**src/rtl/secuenciador.sv**
```systemverilog
// Instruction sequencer: fetch/decode/execute control FSM driving PC, IR, ALU, register file and data memory.
// Latency: 3 cycles per ALU/JMP/BRZ/CALL/RET instruction, 4+ cycles for LOAD; every memory wait adds one cycle.
// Backpressure: stalls in FETCH and MEMW while mem_ready is low; HALT or fault parks in STOP until rst.
//
// Ports:
//   ck, rst            clock, synchronous active-high reset
//   instr[7:0]         fetched word: [7:5] opcode, [3:0] target/operand, [4] unused
//   mem_ready          instruction/data memory word valid this cycle
//   flag_z             ALU zero flag, captured in DECODE
//   pc_in[3:0]         current PC (return-address source for CALL)
//   pc_opc[2:0]        PC command: 3'b100 update, 3'b111 hold
//   pc_x, pc_dir[3:0]  with update: 1 = load pc_dir, 0 = increment
//   ir_ld, alu_en, reg_we, mem_rd   single-cycle strobes
//   halted, fault      sticky stop indicators
//
// Optional feature: define CALL_STACK_EN to add a 4-entry return stack
// (opcode 101 CALL, opcode 111 RET). Without it both opcodes are illegal.

module secuenciador (
    input  logic       ck,
    input  logic       rst,
    input  logic [7:0] instr,
    input  logic       mem_ready,
    input  logic       flag_z,
    input  logic [3:0] pc_in,
    output logic [2:0] pc_opc,
    output logic       pc_x,
    output logic [3:0] pc_dir,
    output logic       ir_ld,
    output logic       alu_en,
    output logic       reg_we,
    output logic       mem_rd,
    output logic       halted,
    output logic       fault
);

    localparam logic [2:0] OP_ALU  = 3'b000;
    localparam logic [2:0] OP_LOAD = 3'b001;
    localparam logic [2:0] OP_JMP  = 3'b010;
    localparam logic [2:0] OP_BRZ  = 3'b011;
    localparam logic [2:0] OP_CALL = 3'b101;
    localparam logic [2:0] OP_HALT = 3'b110;
    localparam logic [2:0] OP_RET  = 3'b111;

    localparam logic [2:0] PC_UPD  = 3'b100;
    localparam logic [2:0] PC_HOLD = 3'b111;

    typedef enum logic [2:0] {
        S_FETCH  = 3'd0,
        S_DECODE = 3'd1,
        S_EXEC   = 3'd2,
        S_MEMW   = 3'd3,
        S_STOP   = 3'd4
    } state_t;

    state_t     state_q, state_d;

    // Only the opcode and target fields of the word are kept; bit 4 carries no meaning.
    logic [2:0] op_q;
    logic [3:0] tgt_q;
    logic       zl_q;
    logic       halted_q;
    logic       fault_q;

    logic       ld_zl;
    logic       set_halt;
    logic       set_fault;
    logic       legal;

    logic       unused_instr4;
    assign unused_instr4 = instr[4];

`ifdef CALL_STACK_EN
    logic [3:0] stk_q [4];
    logic [2:0] sp_q;       // 0..4 entries in use
    logic       push;
    logic       pop;
    logic [1:0] top_idx;

    assign top_idx = sp_q[1:0] - 2'd1;
`else
    logic       unused_pc_in;
    assign unused_pc_in = ^pc_in;
`endif

    // Opcode legality is decided on the latched word in DECODE.
    always_comb begin
        legal = 1'b0;
        case (op_q)
            OP_ALU, OP_LOAD, OP_JMP, OP_BRZ, OP_HALT: legal = 1'b1;
`ifdef CALL_STACK_EN
            OP_CALL, OP_RET:                         legal = 1'b1;
`endif
            default:                                 legal = 1'b0;
        endcase
    end

    // State register and datapath captures.
    always_ff @(posedge ck) begin
        if (rst) begin
            state_q  <= S_FETCH;
            op_q     <= 3'd0;
            tgt_q    <= 4'd0;
            zl_q     <= 1'b0;
            halted_q <= 1'b0;
            fault_q  <= 1'b0;
        end else begin
            state_q <= state_d;
            if (ir_ld) begin
                op_q  <= instr[7:5];
                tgt_q <= instr[3:0];
            end
            if (ld_zl) begin
                zl_q <= flag_z;
            end
            if (set_halt) begin
                halted_q <= 1'b1;
            end
            if (set_fault) begin
                fault_q <= 1'b1;
            end
        end
    end

`ifdef CALL_STACK_EN
    // Stack pointer is reset; entry contents need no reset since they are
    // only read below the pointer.
    always_ff @(posedge ck) begin
        if (rst) begin
            sp_q <= 3'd0;
        end else if (push) begin
            sp_q <= sp_q + 3'd1;
        end else if (pop) begin
            sp_q <= sp_q - 3'd1;
        end
    end

    always_ff @(posedge ck) begin
        if (!rst && push) begin
            stk_q[sp_q[1:0]] <= pc_in + 4'd1;
        end
    end
`endif

    // Next-state and output decode.
    always_comb begin
        state_d   = state_q;
        pc_opc    = PC_HOLD;
        pc_x      = 1'b0;
        pc_dir    = 4'd0;
        ir_ld     = 1'b0;
        alu_en    = 1'b0;
        reg_we    = 1'b0;
        mem_rd    = 1'b0;
        ld_zl     = 1'b0;
        set_halt  = 1'b0;
        set_fault = 1'b0;
`ifdef CALL_STACK_EN
        push      = 1'b0;
        pop       = 1'b0;
`endif

        case (state_q)
            S_FETCH: begin
                if (mem_ready) begin
                    ir_ld   = 1'b1;
                    state_d = S_DECODE;
                end
            end

            S_DECODE: begin
                ld_zl = 1'b1;
                if (legal) begin
                    state_d = S_EXEC;
                end else begin
                    set_fault = 1'b1;
                    set_halt  = 1'b1;
                    state_d   = S_STOP;
                end
            end

            S_EXEC: begin
                state_d = S_FETCH;
                case (op_q)
                    OP_ALU: begin
                        pc_opc = PC_UPD;
                        alu_en = 1'b1;
                        reg_we = 1'b1;
                    end
                    OP_LOAD: begin
                        // PC update is deferred to the cycle the data arrives.
                        mem_rd  = 1'b1;
                        state_d = S_MEMW;
                    end
                    OP_JMP: begin
                        pc_opc = PC_UPD;
                        pc_x   = 1'b1;
                        pc_dir = tgt_q;
                    end
                    OP_BRZ: begin
                        pc_opc = PC_UPD;
                        pc_x   = zl_q;
                        pc_dir = tgt_q;
                    end
                    OP_HALT: begin
                        set_halt = 1'b1;
                        state_d  = S_STOP;
                    end
`ifdef CALL_STACK_EN
                    OP_CALL: begin
                        if (sp_q == 3'd4) begin
                            set_fault = 1'b1;
                            set_halt  = 1'b1;
                            state_d   = S_STOP;
                        end else begin
                            push   = 1'b1;
                            pc_opc = PC_UPD;
                            pc_x   = 1'b1;
                            pc_dir = tgt_q;
                        end
                    end
                    OP_RET: begin
                        if (sp_q == 3'd0) begin
                            set_fault = 1'b1;
                            set_halt  = 1'b1;
                            state_d   = S_STOP;
                        end else begin
                            pop    = 1'b1;
                            pc_opc = PC_UPD;
                            pc_x   = 1'b1;
                            pc_dir = stk_q[top_idx];
                        end
                    end
`endif
                    default: begin
                        // Unreachable: DECODE already filtered illegal opcodes.
                        set_fault = 1'b1;
                        set_halt  = 1'b1;
                        state_d   = S_STOP;
                    end
                endcase
            end

            S_MEMW: begin
                if (mem_ready) begin
                    reg_we  = 1'b1;
                    pc_opc  = PC_UPD;
                    state_d = S_FETCH;
                end
            end

            S_STOP: begin
                state_d = S_STOP;
            end

            default: begin
                state_d = S_FETCH;
            end
        endcase

        // While rst is held the state is already FETCH, but ir_ld would still
        // follow mem_ready; keep every command quiet for the whole reset.
        if (rst) begin
            pc_opc    = PC_HOLD;
            pc_x      = 1'b0;
            pc_dir    = 4'd0;
            ir_ld     = 1'b0;
            alu_en    = 1'b0;
            reg_we    = 1'b0;
            mem_rd    = 1'b0;
            ld_zl     = 1'b0;
            set_halt  = 1'b0;
            set_fault = 1'b0;
`ifdef CALL_STACK_EN
            push      = 1'b0;
            pop       = 1'b0;
`endif
        end
    end

    assign halted = halted_q;
    assign fault  = fault_q;

endmodule

```
**config.mk**
```make
export PLATFORM = sky130hd
export DESIGN_NAME = secuenciador
export DESIGN_NICKNAME = d
export VERILOG_FILES = /design/src/rtl/secuenciador.sv
export SDC_FILE = /design/constraint.sdc
export NUM_CORES = 1
export LEC_CHECK = 0
export ABC_AREA = 1
export CAP_MARGIN = 25
export CORE_MARGIN = 2
export CORE_UTILIZATION = 40
export DETAILED_ROUTE_END_ITERATION = 7
export PLACE_DENSITY = 0.76
export SLEW_MARGIN = 20
export SYNTH_ARGS = -nofsm -noshare
export SYNTH_HDL_FRONTEND = slang
export SYNTH_SLANG_ARGS = --single-unit
```
**constraint.sdc**
```tcl
create_clock -name ck -period 1.3 [get_ports ck]
set_input_delay 0.26 -clock ck [delete_from_list [all_inputs] [get_ports ck]]
set_output_delay 0.26 -clock ck [all_outputs]
set_load 0.01 [all_outputs]
```
## Word level (Yosys, flattened, before mapping)

Index checks and enable logic that the tools add are counted.

- Equality and inequality tests: 10
- Multiplexer cells: 36
- Reductions and logical operators: 7

Operators by type and width:

| cell | number |
|---|---|
| 2-to-1 mux 1 bit | 20 |
| case mux 3 bit (5 select lines) | 1 |
| equality test 3 x 2 -> 1 bit, second input constant | 4 |
| 2-to-1 mux 3 bit | 4 |
| 2-to-1 mux 4 bit | 3 |
| case mux 1 bit (2 select lines) | 4 |
| equality test 3 x 1 -> 1 bit, second input constant | 2 |
| equality test 3 bit, second input constant | 2 |
| zero test 3 bit | 2 |
| case mux 3 bit (2 select lines) | 1 |
| OR reduction 5 bit | 1 |
| 2-to-1 mux 2 bit | 2 |
| inequality test 2 bit, second input constant | 2 |
| case mux 2 bit (2 select lines) | 1 |
| OR reduction 4 bit | 1 |
| OR reduction 3 bit | 1 |
| AND reduction 2 bit | 1 |
| OR reduction 2 bit | 1 |

- Register bits after elaboration: 13
- Input port bits: 16
- Output and inout bits: 14
- Logic and storage cells: 59

## Depth between registers and ports, before layout

- Depth in word-level cells: 6
- Gate-level depth with buffers: 7
- Mapped depth without buffers: 7

## Worst setup path after synthesis

No wires, ideal clock.

- Path kind: register to output
- Start: reg state_q[2]
- End: out pc_dir[0]
- Data arrival time: 1.001 ns
- Data required time: 1.040 ns
- Path slack: 0.039 ns
- Stages on the path, launching flop included: 6
- Path buffers: 0
- Cell sequence: dfxtp_1 inv_1 nand2_2 nor2_4 nand4_1 nor2_1

- Longest elaborated chain between the ends: 3

RTL lines:

| what | line | source |
|---|---|---|
| start, declared | 56 | `state_t state_q, state_d;` |
| start signal, assigned | 108 | `state_q <= state_d;` |
| equality test 3 x 2 -> 1 bit | 163 | `case (state_q)` |
| 2-to-1 mux 4 bit | 163 |  |
| 2-to-1 mux 4 bit | 263 | `if (rst) begin` |
| end, declared | 28 | `output logic [3:0] pc_dir,` |

No other way between the ends.

## Final worst setup path

- Start: reg state_q[2]
- End: out pc_opc[1]

- Longest elaborated chain between the ends: 3
- Elaborated cells between the ends (all ways): 4
- Those cells by class: eq/ne (2); mux (2)

RTL lines:

| what | line | source |
|---|---|---|
| equality test 3 x 2 -> 1 bit | 163 |  |
| case mux 2 bit (2 select lines) * | 163 |  |
| 2-to-1 mux 3 bit * | 263 |  |
| end, declared | 26 | `output logic [2:0] pc_opc,` |

Every way passes the cells marked *; elsewhere a longest branch is shown, timed or not.

==> flow_metrics.env <==
export IMPL_netlist_area_um2=700.7
export IMPL_synth_top_area_frac=0.3714
export IMPL_synth_warnings=0
export IMPL_worst_slack_ns=-0.4007
export IMPL_core_um2=1689
export IMPL_yosysSeqAreaShare=0.3714
export IMPL_num_rows=15
export IMPL_drtPass1Iterations=4
export IMPL_finish_utilization=0.7074
export IMPL_pre_cts_ws_ns=-0.7004
export IMPL_grt_max_degree=14
export IMPL_p_per_area_nw_per_um2=1233
export IMPL_synth_seq_cells=13
export IMPL_synthCells=99
export IMPL_regArea_um2=266.5
export IMPL_syn_to_final_growth_pct=70.54
export IMPL_cap_violations=0
export IMPL_die_x_um=45.86
export IMPL_drc=0
export IMPL_fin_skew_ns=0.003799
export IMPL_r2r_end="state_q[0]"
export IMPL_gp_congestion=0.8903
export IMPL_peakVddDrop_mv=0.7837
export IMPL_io_buffers=23
export IMPL_antenna_left=0
export IMPL_synth_nets=115
export IMPL_reg2reg_slack_ns=-0.02
export IMPL_rsz0062_at_grt="yes"
export IMPL_cts_buffers=3
export IMPL_hold_viol_final=0
export IMPL_path_clk_slew_ns=0.08
export IMPL_synth_compound_area_frac=0.1929
export IMPL_drv_slew=0
export IMPL_whs_ns=0.4613
export IMPL_synthAdderAreaFrac=0
export IMPL_yosys_area_top_type="dfxtp_1"
export IMPL_startpoint="state_q[2]"
export IMPL_ys_types=21
export IMPL_antenna_found_initial=0
export IMPL_status="finished, violations left"
export IMPL_dp_cells=152
export IMPL_instances_no_fill=167
export IMPL_clock_sinks=13
export IMPL_synth_top_family_by_area="simple AND/OR/NAND/NOR gates"
export IMPL_worst_setup_path_start_kind="register"
export IMPL_yosys_top_cells_area="dfxtp_1, a211oi_2, nor2_1, inv_1, nand2_1"
export IMPL_end_kind="output pin"
export IMPL_track_usage=0.2331
export IMPL_r2r_cells=11
export IMPL_leakagePower_nw=0.5728
export IMPL_die_area_um2=2103
export IMPL_drive_above_1_share=0.4600
export IMPL_worstReg2RegStart="state_q[2]"
export IMPL_fmax_ghz=0.5880
export IMPL_synthMuxAreaShare=0
export IMPL_cts_path_max_buffers=2
export IMPL_grt_pass1_wl_mm=3.394
export IMPL_violations="setup timing"
export IMPL_multiInputGateArea_um2=402.9
export IMPL_first_global_vias=847
export IMPL_fin_nets=167
export IMPL_synth_xor_area_share=0
export IMPL_wirelength_mm=2.181
export IMPL_finalCritPeriodShare=1.308
export IMPL_wl_per_cell_um=13.06
export IMPL_synth_simple_gate_area_frac=0.2946
export IMPL_n_antenna_cell=0
export IMPL_worstSetupPathType="reg -> out"
export IMPL_vias=835
export IMPL_crit_arrival_ns=1.44
export IMPL_required_ns=1.04
export IMPL_cts_hold_buf=0
export IMPL_die_h_um=45.86
export IMPL_hp_class="reg -> reg"
export IMPL_ios=30
export IMPL_viasPerCell=5.000
export IMPL_cts_root_buf="clkbuf_4"
export IMPL_period_needed_ns=1.701
export IMPL_initialDrtViolationCount=24
export IMPL_fillCellCount=141
export IMPL_overflow=0
export IMPL_min_path_cells=2
export IMPL_worstPathMaxFanout=2
export IMPL_dp_hpwl_mm=1.330
export IMPL_power_mw=1.473
export IMPL_postSynthAreaPerCell_um2=7.077
export IMPL_endpoint="pc_opc[1]"
export IMPL_insertion_delay_ns=0.28
export IMPL_start_util=0.4148
export IMPL_cts_tree="yes"
export IMPL_setup_viol=12
export IMPL_cts_max_level=1
==> power by group <==
| group | switching (mW) | internal, mW |
|---|---|---|
| Clock | 0.133 | 0.119 |
| Combinational | 0.342 | 0.332 |
| Sequential | 0.0690 | 0.478 |
==> synthesized netlist by cell type <==
library cell  number
nand4_1            1
nor2_1            20
o21ai_1            1
o21ai_0            5
dfxtp_1           13
nor3_1             1
a21oi_1            6
nor2_4             1
conb_1             1
nor2_2             1
buf_6              1
nand3b_1           1
nand3_2            1
a211oi_2           6
nand2_1           14
nand2b_1           1
buf_2              1
inv_1             17
nand3_1            4
buf_4              2
nand2_2            1
==> cells in the final DEF (no fill, tap or decap) <==
cell type,netlist,routed
nor3_1,1,1
buf_2,1,9
dlygate4sd2_1,0,2
buf_4,2,23
dfxtp_2,0,2
o21ai_0,5,1
nor2_2,1,2
nand3b_1,1,1
nor2_4,1,4
clkbuf_4,0,3
nor2_1,20,16
conb_1,1,1
nand3_1,4,3
buf_6,1,7
a21oi_2,0,3
clkdlybuf4s50_1,0,10
dfxtp_4,0,1
a21oi_1,6,3
a211oi_2,6,6
nand2_2,1,3
nand2b_1,1,1
inv_2,0,2
nand2_1,14,11
inv_1,17,15
dfxtp_1,13,10
o21ai_1,1,4
o21ai_2,0,1
nand3_2,1,2
nand4_1,1,1
clkbuf_1,0,1
nand2_4,0,1
==> per-layer routing <==
metal / track usage / up-vias / part of all wire
met4: 0.1543 / 0 / 0.041
met5: 0 / - / 0
li1: - / 412 / -
met1: 0.2177 / 375 / 0.36
met2: 0.4194 / 36 / 0.53
met3: 0.07937 / 12 / 0.069
==> worst min path at each step <==
stage / startpoint / endpoint
2_1_floorplan: rst / op_q[2]
3_3_place_gp: zl_q / zl_q
3_5_place_dp: tgt_q[2] / tgt_q[2]
4_1_cts: tgt_q[2] / tgt_q[2]
5_1_grt: tgt_q[2] / tgt_q[2]
6_report: tgt_q[2] / tgt_q[2]
==> per-stage QoR <==
| stage | instance area, um2 | TNS, ns |
|---|---|---|
| after floorplan | 700.7 | 0 |
| after global placement | 1049 | -6.504 |
| after CTS | 1144 | -3.327 |
| after detailed placement | 1049 | -6.905 |
| final | 1195 | -3.705 |
| after global routing | 1195 | -4.563 |
==> timing repair <==
action | 4_1_cts | 5_1_grt
cloned | 0 | 0
setup endpoints to repair | 13 | 15
resized for setup | 63 | 16
buffers inserted | 11 | 1
pin swaps | 6 | 7
==> kinds of logic (layout without fill, tap and decap cells) <==
group,Yosys count,in the layout
and+or+nand+nor,46,46
buffers and inverters,21,72
other,1,1
DFF,13,13
AOI/OAI and AO/OA,18,18
==> flip-flops by register name, indices dropped and copies added, names as in the netlist <==
name	flops
state_q	3
halted	1
zl_q	1
tgt_q	4
fault	1
op_q	3
==> final cells by class <==
type | count | area share
clock buffer | 4 | 0.02199
tap | 17 | 0.01780
timing repair buffer | 51 | 0.3466
multi-input combinational | 65 | 0.3372
sequential | 13 | 0.2230
inverter | 17 | 0.05340
==> critical path, cell delays in order, from the launching register on <==
cell	delay (ns)
dfxtp_2	0.33
inv_2	0.08
nand2_4	0.06
buf_4	0.13
buf_6	0.10
buf_4	0.13
nor2_2	0.07
nand3_1	0.10
buf_2	0.15
(Power assumes the default switching activity.)
